## config.mk

```make
export PLATFORM = sky130hd
export DESIGN_NAME = seg_scan_ctrl
export DESIGN_NICKNAME = d
export VERILOG_FILES = /design/src/rtl/seg_scan_ctrl.sv
export SDC_FILE = /design/constraint.sdc
export NUM_CORES = 1
export LEC_CHECK = 0
export CORE_MARGIN = 1
export CORE_UTILIZATION = 55
export CTS_BUF_LIST = sky130_fd_sc_hd__clkbuf_4 sky130_fd_sc_hd__clkbuf_8
export CTS_CLUSTER_DIAMETER = 40
export CTS_CLUSTER_SIZE = 28
export DETAILED_ROUTE_END_ITERATION = 10
export DONT_BUFFER_PORTS = 1
export PLACE_DENSITY = 0.7
export SYNTH_ARGS = -nofsm -noshare
export SYNTH_HDL_FRONTEND = slang
export SYNTH_SLANG_ARGS = --single-unit
```

## constraint.sdc

```tcl
create_clock -name clk -period 2.2 [get_ports clk]
set_clock_uncertainty 0.05 [all_clocks]
set_input_delay 0.33 -clock clk [delete_from_list [all_inputs] [get_ports clk]]
set_output_delay 0.33 -clock clk [all_outputs]
set_load 0.03 [all_outputs]
```

## src/rtl/seg_scan_ctrl.sv

```systemverilog
// -----------------------------------------------------------------------------
// seg_scan_ctrl
//   Time-multiplexed scan controller for NUM_DIGITS common-anode 7-segment
//   digits sharing one hex decoder. Each digit owns a DWELL-cycle slot whose
//   first BLANK_CYCLES cycles keep every anode off to stop ghosting. Displayed
//   data is double-buffered: loads land in a staging register and are moved
//   into the shadow register only at a frame boundary (or while idle), so a
//   frame is never torn between old and new values.
//
// Ports
//   clk        in   system clock, rising edge
//   rst        in   synchronous active-high reset
//   en         in   scan enable; 0 = display dark, counters parked
//   load       in   1-cycle strobe: capture value_in/dp_in into staging
//   value_in   in   [4*NUM_DIGITS] nibble k = digit k (digit 0 = LSD)
//   dp_in      in   [NUM_DIGITS]   bit k = decimal point of digit k (1 = lit)
//   lz_en      in   leading-zero suppression enable (live)
//   bcd        out  [4]            nibble of the current digit, to decoder
//   an_n       out  [NUM_DIGITS]   active-low one-hot anode select
//   dp_n       out  active-low decimal point
//   frame_done out  1-cycle pulse, coincident with the first blank slot of
//                   a new frame
//   pending    out  staged data waiting for a frame boundary
// -----------------------------------------------------------------------------
module seg_scan_ctrl #(
    parameter int NUM_DIGITS   = 4,
    parameter int DWELL        = 1000,
    parameter int BLANK_CYCLES = 16
) (
    input  logic                    clk,
    input  logic                    rst,
    input  logic                    en,
    input  logic                    load,
    input  logic [4*NUM_DIGITS-1:0] value_in,
    input  logic [NUM_DIGITS-1:0]   dp_in,
    input  logic                    lz_en,
    output logic [3:0]              bcd,
    output logic [NUM_DIGITS-1:0]   an_n,
    output logic                    dp_n,
    output logic                    frame_done,
    output logic                    pending
);

    localparam int IDX_W = (NUM_DIGITS > 1) ? $clog2(NUM_DIGITS) : 1;
    localparam int CNT_W = $clog2(DWELL);

    localparam logic [IDX_W-1:0] IDX_LAST  = IDX_W'(NUM_DIGITS - 1);
    localparam logic [CNT_W-1:0] CNT_LAST  = CNT_W'(DWELL - 1);
    localparam logic [CNT_W-1:0] CNT_BLANK = CNT_W'(BLANK_CYCLES);

    typedef enum logic [1:0] {
        IDLE,
        BLANK,
        SHOW
    } state_t;

    state_t                           st, st_next;
    logic [IDX_W-1:0]                 idx, idx_next;
    logic [CNT_W-1:0]                 cnt, cnt_next;
    logic                             wrap;

    logic [NUM_DIGITS-1:0][3:0]       shadow, staged;
    logic [NUM_DIGITS-1:0]            dp_shadow, dp_staged;
    logic [NUM_DIGITS-1:0]            sup;
    logic                             lead_zero;

    // State register
    always_ff @(posedge clk) begin
        if (rst) begin
            st         <= IDLE;
            idx        <= '0;
            cnt        <= '0;
            frame_done <= 1'b0;
        end else begin
            st         <= st_next;
            idx        <= idx_next;
            cnt        <= cnt_next;
            frame_done <= wrap;
        end
    end

    // Next-state: the BLANK/SHOW split is derived from the next count so that
    // st always agrees with cnt in the same cycle.
    always_comb begin
        st_next  = st;
        idx_next = idx;
        cnt_next = cnt;
        wrap     = 1'b0;
        if (!en) begin
            st_next  = IDLE;
            idx_next = '0;
            cnt_next = '0;
        end else if (st == IDLE) begin
            st_next  = BLANK;
            idx_next = '0;
            cnt_next = '0;
        end else begin
            if (cnt == CNT_LAST) begin
                cnt_next = '0;
                if (idx == IDX_LAST) begin
                    idx_next = '0;
                    wrap     = 1'b1;
                end else begin
                    idx_next = idx + 1'b1;
                end
            end else begin
                cnt_next = cnt + 1'b1;
            end
            st_next = (cnt_next < CNT_BLANK) ? BLANK : SHOW;
        end
    end

    // Staging / shadow buffers. A load on the wrap edge bypasses staging so
    // the new value is visible from digit 0 of the frame that is starting.
    always_ff @(posedge clk) begin
        if (rst) begin
            staged    <= '0;
            dp_staged <= '0;
            shadow    <= '0;
            dp_shadow <= '0;
            pending   <= 1'b0;
        end else begin
            if (load) begin
                staged    <= value_in;
                dp_staged <= dp_in;
            end
            if (wrap && load) begin
                shadow    <= value_in;
                dp_shadow <= dp_in;
                pending   <= 1'b0;
            end else if ((wrap || st == IDLE) && pending) begin
                shadow    <= staged;
                dp_shadow <= dp_staged;
                pending   <= load;
            end else if (load) begin
                pending   <= 1'b1;
            end
        end
    end

    // Leading-zero map: digit k (k > 0) is suppressed when every nibble from
    // the MSD down to k is zero. Digit 0 is never suppressed.
    always_comb begin
        lead_zero = lz_en;
        sup       = '0;
        for (int k = NUM_DIGITS - 1; k > 0; k--) begin
            lead_zero = lead_zero & (shadow[k] == 4'h0);
            sup[k]    = lead_zero;
        end
    end

    // Moore output decode
    always_comb begin
        bcd  = shadow[idx];
        an_n = '1;
        dp_n = 1'b1;
        if (st == SHOW && !sup[idx]) begin
            an_n[idx] = 1'b0;
            dp_n      = ~dp_shadow[idx];
        end
    end

endmodule

```

# Yosys cells after proc, flatten, opt, wreduce, memory -nomap -nowiden
# Cells that the tools add are included.
# word_totals
mem_count,0
mem_bits_rw,0
wordCells,71
latch_bits,0
romBits,0
ff_bits,56
# classes
n_addsub,2
n_mul,0
reduce_logical,15
eq_ne,3
shifts,0
div_mod_pow,0
bitwise_logic,6
n_mux,26
magnitude_cmp,3
# op_table
operator,n
$mux W16,2
$mux W10,3
$mux W4,4
$logic_not A4 Y1,3
$mux W1,11
$add A10 B1 Y10 const B,1
$eq A10 B10 Y1 const B,1
$lt A10 B5 Y1 const B,1
$bmux W4 S2,1
$bmux W1 S2,2
$eq A2 B2 Y1 const B,2
$logic_and A1 B1 Y1,4
$mux W2,2
$not A4 Y4,1
$reduce_bool A2 Y1,2
$reduce_or A2 Y1,2
$and A1 B1 Y1,3
$lt A2 B3 Y1 const B,1
$reduce_or A3 Y1,1
$add A2 B1 Y2 const B,1
$demux W1 S2,1
$ge A2 B1 Y1 const B,1
$logic_not A2 Y1,1
$not A1 Y1,2
other kinds (2),2

# Longest topological paths before layout
# logic_depth
ltp_word,9
depth_mapped,8

# Worst setup path before layout
# No wires, ideal clock.
# synth_timing
path_kind,flip-flop to output port
from,register idx[0]
to,output an_n[0]
arrival_time_ns,1.568
path_buffers,1
setup_slack_ns,0.252
path_stages_with_launch,6
path_cell_list,dfxtp_1 > clkbuf_1 > inv_1 > o31ai_1 > a41oi_1 > nand2_1
# synth_between
elab_chain_cells,6
word_cells_on_any_way,11
# synth_rtl
item,line_no,rtl
from (decl),58,"logic [IDX_W-1:0] idx, idx_next;"
from (signal assigned),76,idx <= idx_next;
$lt A2 B3 Y1 (implied by the code) or $ge A2 B1 Y1 (tied branches),158,an_n[idx] = 1'b0;
$logic_and A1 B1 Y1 (implied by the code),158,
$mux W1 (implied by the code),158,
$demux W1 S2,158,
$not A4 Y4 (no line),--,
$mux W4 *,157,if (st == SHOW && !sup[idx]) begin
to (decl),38,"output logic [NUM_DIGITS-1:0] an_n,"
# Mark *: on every way between the ends. The rest lies on a longest branch, timed or not. The select of a mux whose other input is x is not followed.

# Worst setup path after layout
# layout_timing
from,register shadow[11] (netlist name)
to,output dp_n
# layout_between
elab_chain_cells,8
# layout_rtl
item,line_no,rtl
from (decl),62,"logic [NUM_DIGITS-1:0][3:0] shadow, staged;"
from (signal assigned),128,shadow <= value_in;
from (signal assigned),132,shadow <= staged;
$logic_not A4 Y1 *,147,lead_zero = lead_zero & (shadow[k] == 4'h0);
$and A1 B1 Y1 *,147,
$and A1 B1 Y1,147,
$bmux W1 S2 *,157,
$mux W1 (implied by the code) *,157,
$logic_not A1 Y1 *,157,
$logic_and A1 B1 Y1 *,157,
$mux W1 *,157,
to (decl),39,"output logic dp_n,"
# Marked as above.

==> impl_summary.log <==
INFO  metric outcome = finished, final reports clean
INFO  metric count_of_mapped_cells_out_of_synthesis = between 200 and 300
INFO  metric grt_pass1_wl = around 8.3 mm
INFO  metric fin_setup_tns = 0 ns
INFO  metric clock_path_buffers = 2
INFO  metric antenna_violating_nets_post_route = 0
INFO  metric min-delay-path-class = in -> reg
INFO  metric path_clk_slew = about 0.10 ns
INFO  metric crit_arrival = between 1.5 and 2 ns
INFO  metric synth_nets = approximately 310
INFO  metric worst_hold_stages = 1
INFO  metric n_antenna_cell = 0
INFO  metric routedWlPerCell = about 15 um
INFO  metric setup_bufs_post_cts = 0
INFO  metric die_y = 70.6 um
INFO  metric grt.total_usage = 0.213
INFO  metric finish.utilization = 0.632
INFO  metric syn_area = approximately 2600 um^2
INFO  metric clock.fmax = between 400 and 500 MHz
INFO  metric min_to = staged[1]$_SDFFE_PP0P_
INFO  metric rsz0062_at_grt = false
INFO  metric gr_ovfl_total = 0
INFO  metric dpl_cell_area = ~2700 um^2
INFO  metric most-common-layout-cells = 55 x sky130_fd_sc_hd__dfxtp_1, 42 x sky130_fd_sc_hd__mux2i_1, 40 x sky130_fd_sc_hd__nor2_1, 26 x sky130_fd_sc_hd__nand2_1, 21 x sky130_fd_sc_hd__o21ai_1
INFO  metric routed_wl = a little over 5 mm
INFO  metric worst_slew_pin_slew = approximately 0.53 ns
INFO  metric postCtsHoldBufs = 0
INFO  metric register_area = about 1100 um^2
INFO  metric worst_path_max_delay_cell = sky130_fd_sc_hd__or4_4
INFO  metric layout.cells.most_common = sky130_fd_sc_hd__dfxtp_1
INFO  metric path_delay_family = simple AND/OR/NAND/NOR gates
INFO  metric finalWorstPathRequiredPeriod = between 2 and 2.5 ns
INFO  metric die_area = about 5000 um^2
INFO  metric fin_crit_sh = 0.967
INFO  metric worstReg2RegStart = cnt[0]$_SDFF_PP0_
INFO  metric avgSynthCellArea = between 9 and 10 um^2
INFO  metric gpl.final_weighted_congestion = 0.878
INFO  metric worstSetupPathType = reg -> out
INFO  metric hold_viol_final = 0
INFO  metric ioPinCount = 36
INFO  metric antenna_found_initial = 0
INFO  metric regToRegSetupSlack = between 0.2 and 0.3 ns
INFO  metric synth_enable_flop_cells = 0
INFO  metric place_hpwl = around 3.7 mm
INFO  metric worst-path-max-fanout = 5
INFO  metric holdCritStartpoint = rst
INFO  metric area_used_by_multi_input_combinational_logic = ~1400 um^2
INFO  metric post_synth_num_cell_types = between 40 and 50
INFO  metric io_buffer_count = 0
INFO  metric tritoncts.num_buffers = 5
INFO  metric tritoncts = done
INFO  metric power.ir.vdd_worst = 490 uV
INFO  metric first_global_vias = approximately 1,800
INFO  metric crit_path_max_incr_delay = 0.52 ns
INFO  metric drt_first_pass_iters = 4
INFO  metric crit_buf_inv = 1
INFO  metric clkLatencyLatePin = between 0.3 and 0.4 ns
INFO  metric drt_iter0_drc = 58
INFO  metric drive_gt1_frac = 0.147
INFO  metric routed_vias_inst = 5.69
INFO  metric slew_viol_final = 0
INFO  metric timing.critical_path.from_type = flip-flop
INFO  metric via_total_after_detailed_routing = roughly 1,900
INFO  metric clock_sinks = between 50 and 60
INFO  metric stdcell_area = 2810 um^2
INFO  metric max_cap_violations = 0
INFO  metric rows = 24
INFO  metric power.density_cell_area = 621 nW/um^2
INFO  metric synth_ff_type = sky130_fd_sc_hd__dfxtp_1
INFO  metric cp-end-kind = output pin
INFO  metric grt_max_degree = 27
INFO  metric floorplan.core_area = about 4400 um^2
INFO  metric max-slew-margin-rel = 0.645
INFO  metric setup_viol = 0
INFO  metric cts.htree.levels = 2
INFO  metric asr_flop_ratio_synth = 0
INFO  metric worstPathRequired = between 1.5 and 2 ns
INFO  metric nNetsFinal = between 300 and 400
INFO  metric crit_path_cell_trace = or4_4 -> o21ai_2 -> a41oi_4 -> nand2_2 -> buf_6
INFO  metric yosysWarningCount = 0
INFO  metric final.fill_count = 372
INFO  metric synth_seq_area_share = 0.433
INFO  metric synth.ff_latch_count = 56
INFO  metric drc_viols = 0
INFO  metric syn_to_final_growth = 8.50%
INFO  metric static-leakage-power = 1.17 nW
INFO  metric regToRegEndpoint = shadow[7]$_SDFFE_PP0P_
INFO  metric cts-root-buf = sky130_fd_sc_hd__clkbuf_8
INFO  metric initial_utilization = 0.583
INFO  metric reg2reg_depth = 8
INFO  metric die_w = between 70 and 80 um
==> layer usage <==
metal,vias up,GRT usage,part of all wire
met3,8,0.0541,0.050
li1,960,-,-
met2,39,0.352,0.47
met1,878,0.273,0.47
met4,0,0.0733,0.014
met5,-,0,0
==> power by group <==
part           switching, mW  total (mW)  internal, mW
clock network          0.325       0.577         0.253
registers             0.0228        1.07          1.05
logic                 0.0464      0.0997        0.0534
==> sequential cells by signal, indices dropped and copies added, names as in the netlist <==
register    cells
st              2
idx             2
shadow         16
dp_shadow       4
pending         1
staged         16
frame_done      1
cnt            10
dp_staged       4
==> how the worst max path moves through the flow <==
| stage | from | endpoint | slack, ns | cells after the start |
|---|---|---|---|---|
| 3_5_place_dp | cnt[0]$_SDFF_PP0_ | shadow[5]$_SDFFE_PP0P_ | 0.27 | 8 |
| 4_1_cts | shadow[4]$_SDFFE_PP0P_ | an_n[1] | -0.02 | 4 |
| 3_3_place_gp | cnt[0]$_SDFF_PP0_ | dp_shadow[2]$_SDFFE_PP0P_ | 0.31 | 8 |
| 6_report | shadow[11]$_SDFFE_PP0P_ | dp_n | 0.07 | 5 |
| 5_1_grt | shadow[11]$_SDFFE_PP0P_ | dp_n | 0.007 | 5 |
| 2_1_floorplan | idx[0]$_SDFFE_PP0N_ | an_n[0] | 0.25 | 5 |
==> repair_timing <==
item,4_1_cts,5_1_grt
setup endpoints to repair,5,5
resized for setup,1,15
pin swaps,0,3
==> metrics by stage <==
stage / std cells / power [mW] / hold slack, ns / setup WS (ns)
finish: 331 / 1.75 / 0.0238 / 0.0717
CTS: 331 / 1.76 / 0.0215 / -0.0169
detailed placement: 323 / 1.19 / 0.358 / 0.272
global route: 331 / 1.82 / 0.00567 / 0.00688
floorplan: 279 / 1.18 / 0.376 / 0.252
global placement: 323 / 1.19 / 0.354 / 0.314
==> kinds of logic (layout without fill, tap and decap cells) <==
logic type / after synthesis / after routing / synth area share
simple gates: 102 / 102 / 0.190
flops: 56 / 56 / 0.433
mux: 47 / 47 / 0.206
compound gates: 38 / 38 / 0.0831
buf+inv: 25 / 25 / 0.0440
xor+xnor: 6 / 6 / 0.0203
fa+ha+maj: 5 / 5 / 0.0242
==> Yosys cell counts, types with 2 or more instances <==
library cell,n,area (um^2)
sky130_fd_sc_hd__nand2_1,31,116
sky130_fd_sc_hd__o21ai_1,22,110
sky130_fd_sc_hd__xor2_1,2,17.5
sky130_fd_sc_hd__or3_1,2,12.5
sky130_fd_sc_hd__buf_2,4,20.0
sky130_fd_sc_hd__buf_1,2,7.51
sky130_fd_sc_hd__a21oi_1,4,20.0
sky130_fd_sc_hd__mux2i_1,42,420
sky130_fd_sc_hd__mux4_2,5,113
sky130_fd_sc_hd__buf_4,2,15.0
sky130_fd_sc_hd__xnor2_1,4,35.0
sky130_fd_sc_hd__ha_1,5,62.6
sky130_fd_sc_hd__nand3_1,6,30.0
sky130_fd_sc_hd__nand2b_1,3,18.8
sky130_fd_sc_hd__nand4b_1,2,17.5
sky130_fd_sc_hd__nor2_1,40,150
sky130_fd_sc_hd__clkbuf_1,10,37.5
sky130_fd_sc_hd__o21bai_1,2,15.0
sky130_fd_sc_hd__dfxtp_1,56,1120
sky130_fd_sc_hd__nor4_1,3,18.8
sky130_fd_sc_hd__inv_1,6,22.5
sky130_fd_sc_hd__nor3_1,3,15.0
sky130_fd_sc_hd__a31oi_1,2,12.5
sky130_fd_sc_hd__and3_1,2,12.5
sky130_fd_sc_hd__o21ai_0,2,10.0
==> final cells by class <==
class,count,area share
timing repair buffer,11,0.0307
clock buffer,7,0.0298
tap,52,0.0232
clock inverter,1,0.00312
multi-input combinational,198,0.506
inverter,6,0.00801
sequential,56,0.399
==> worst reg2reg max path, cell delays in order (launching register included) <==
cell,delay [ns]
sky130_fd_sc_hd__dfxtp_1,0.38
sky130_fd_sc_hd__ha_1,0.28
sky130_fd_sc_hd__nand3_1,0.17
sky130_fd_sc_hd__nor3_4,0.19
sky130_fd_sc_hd__and3_1,0.20
sky130_fd_sc_hd__o21ai_2,0.05
sky130_fd_sc_hd__buf_4,0.25
sky130_fd_sc_hd__mux2i_1,0.19
sky130_fd_sc_hd__o21ai_1,0.07
(Power assumes the default switching activity.)
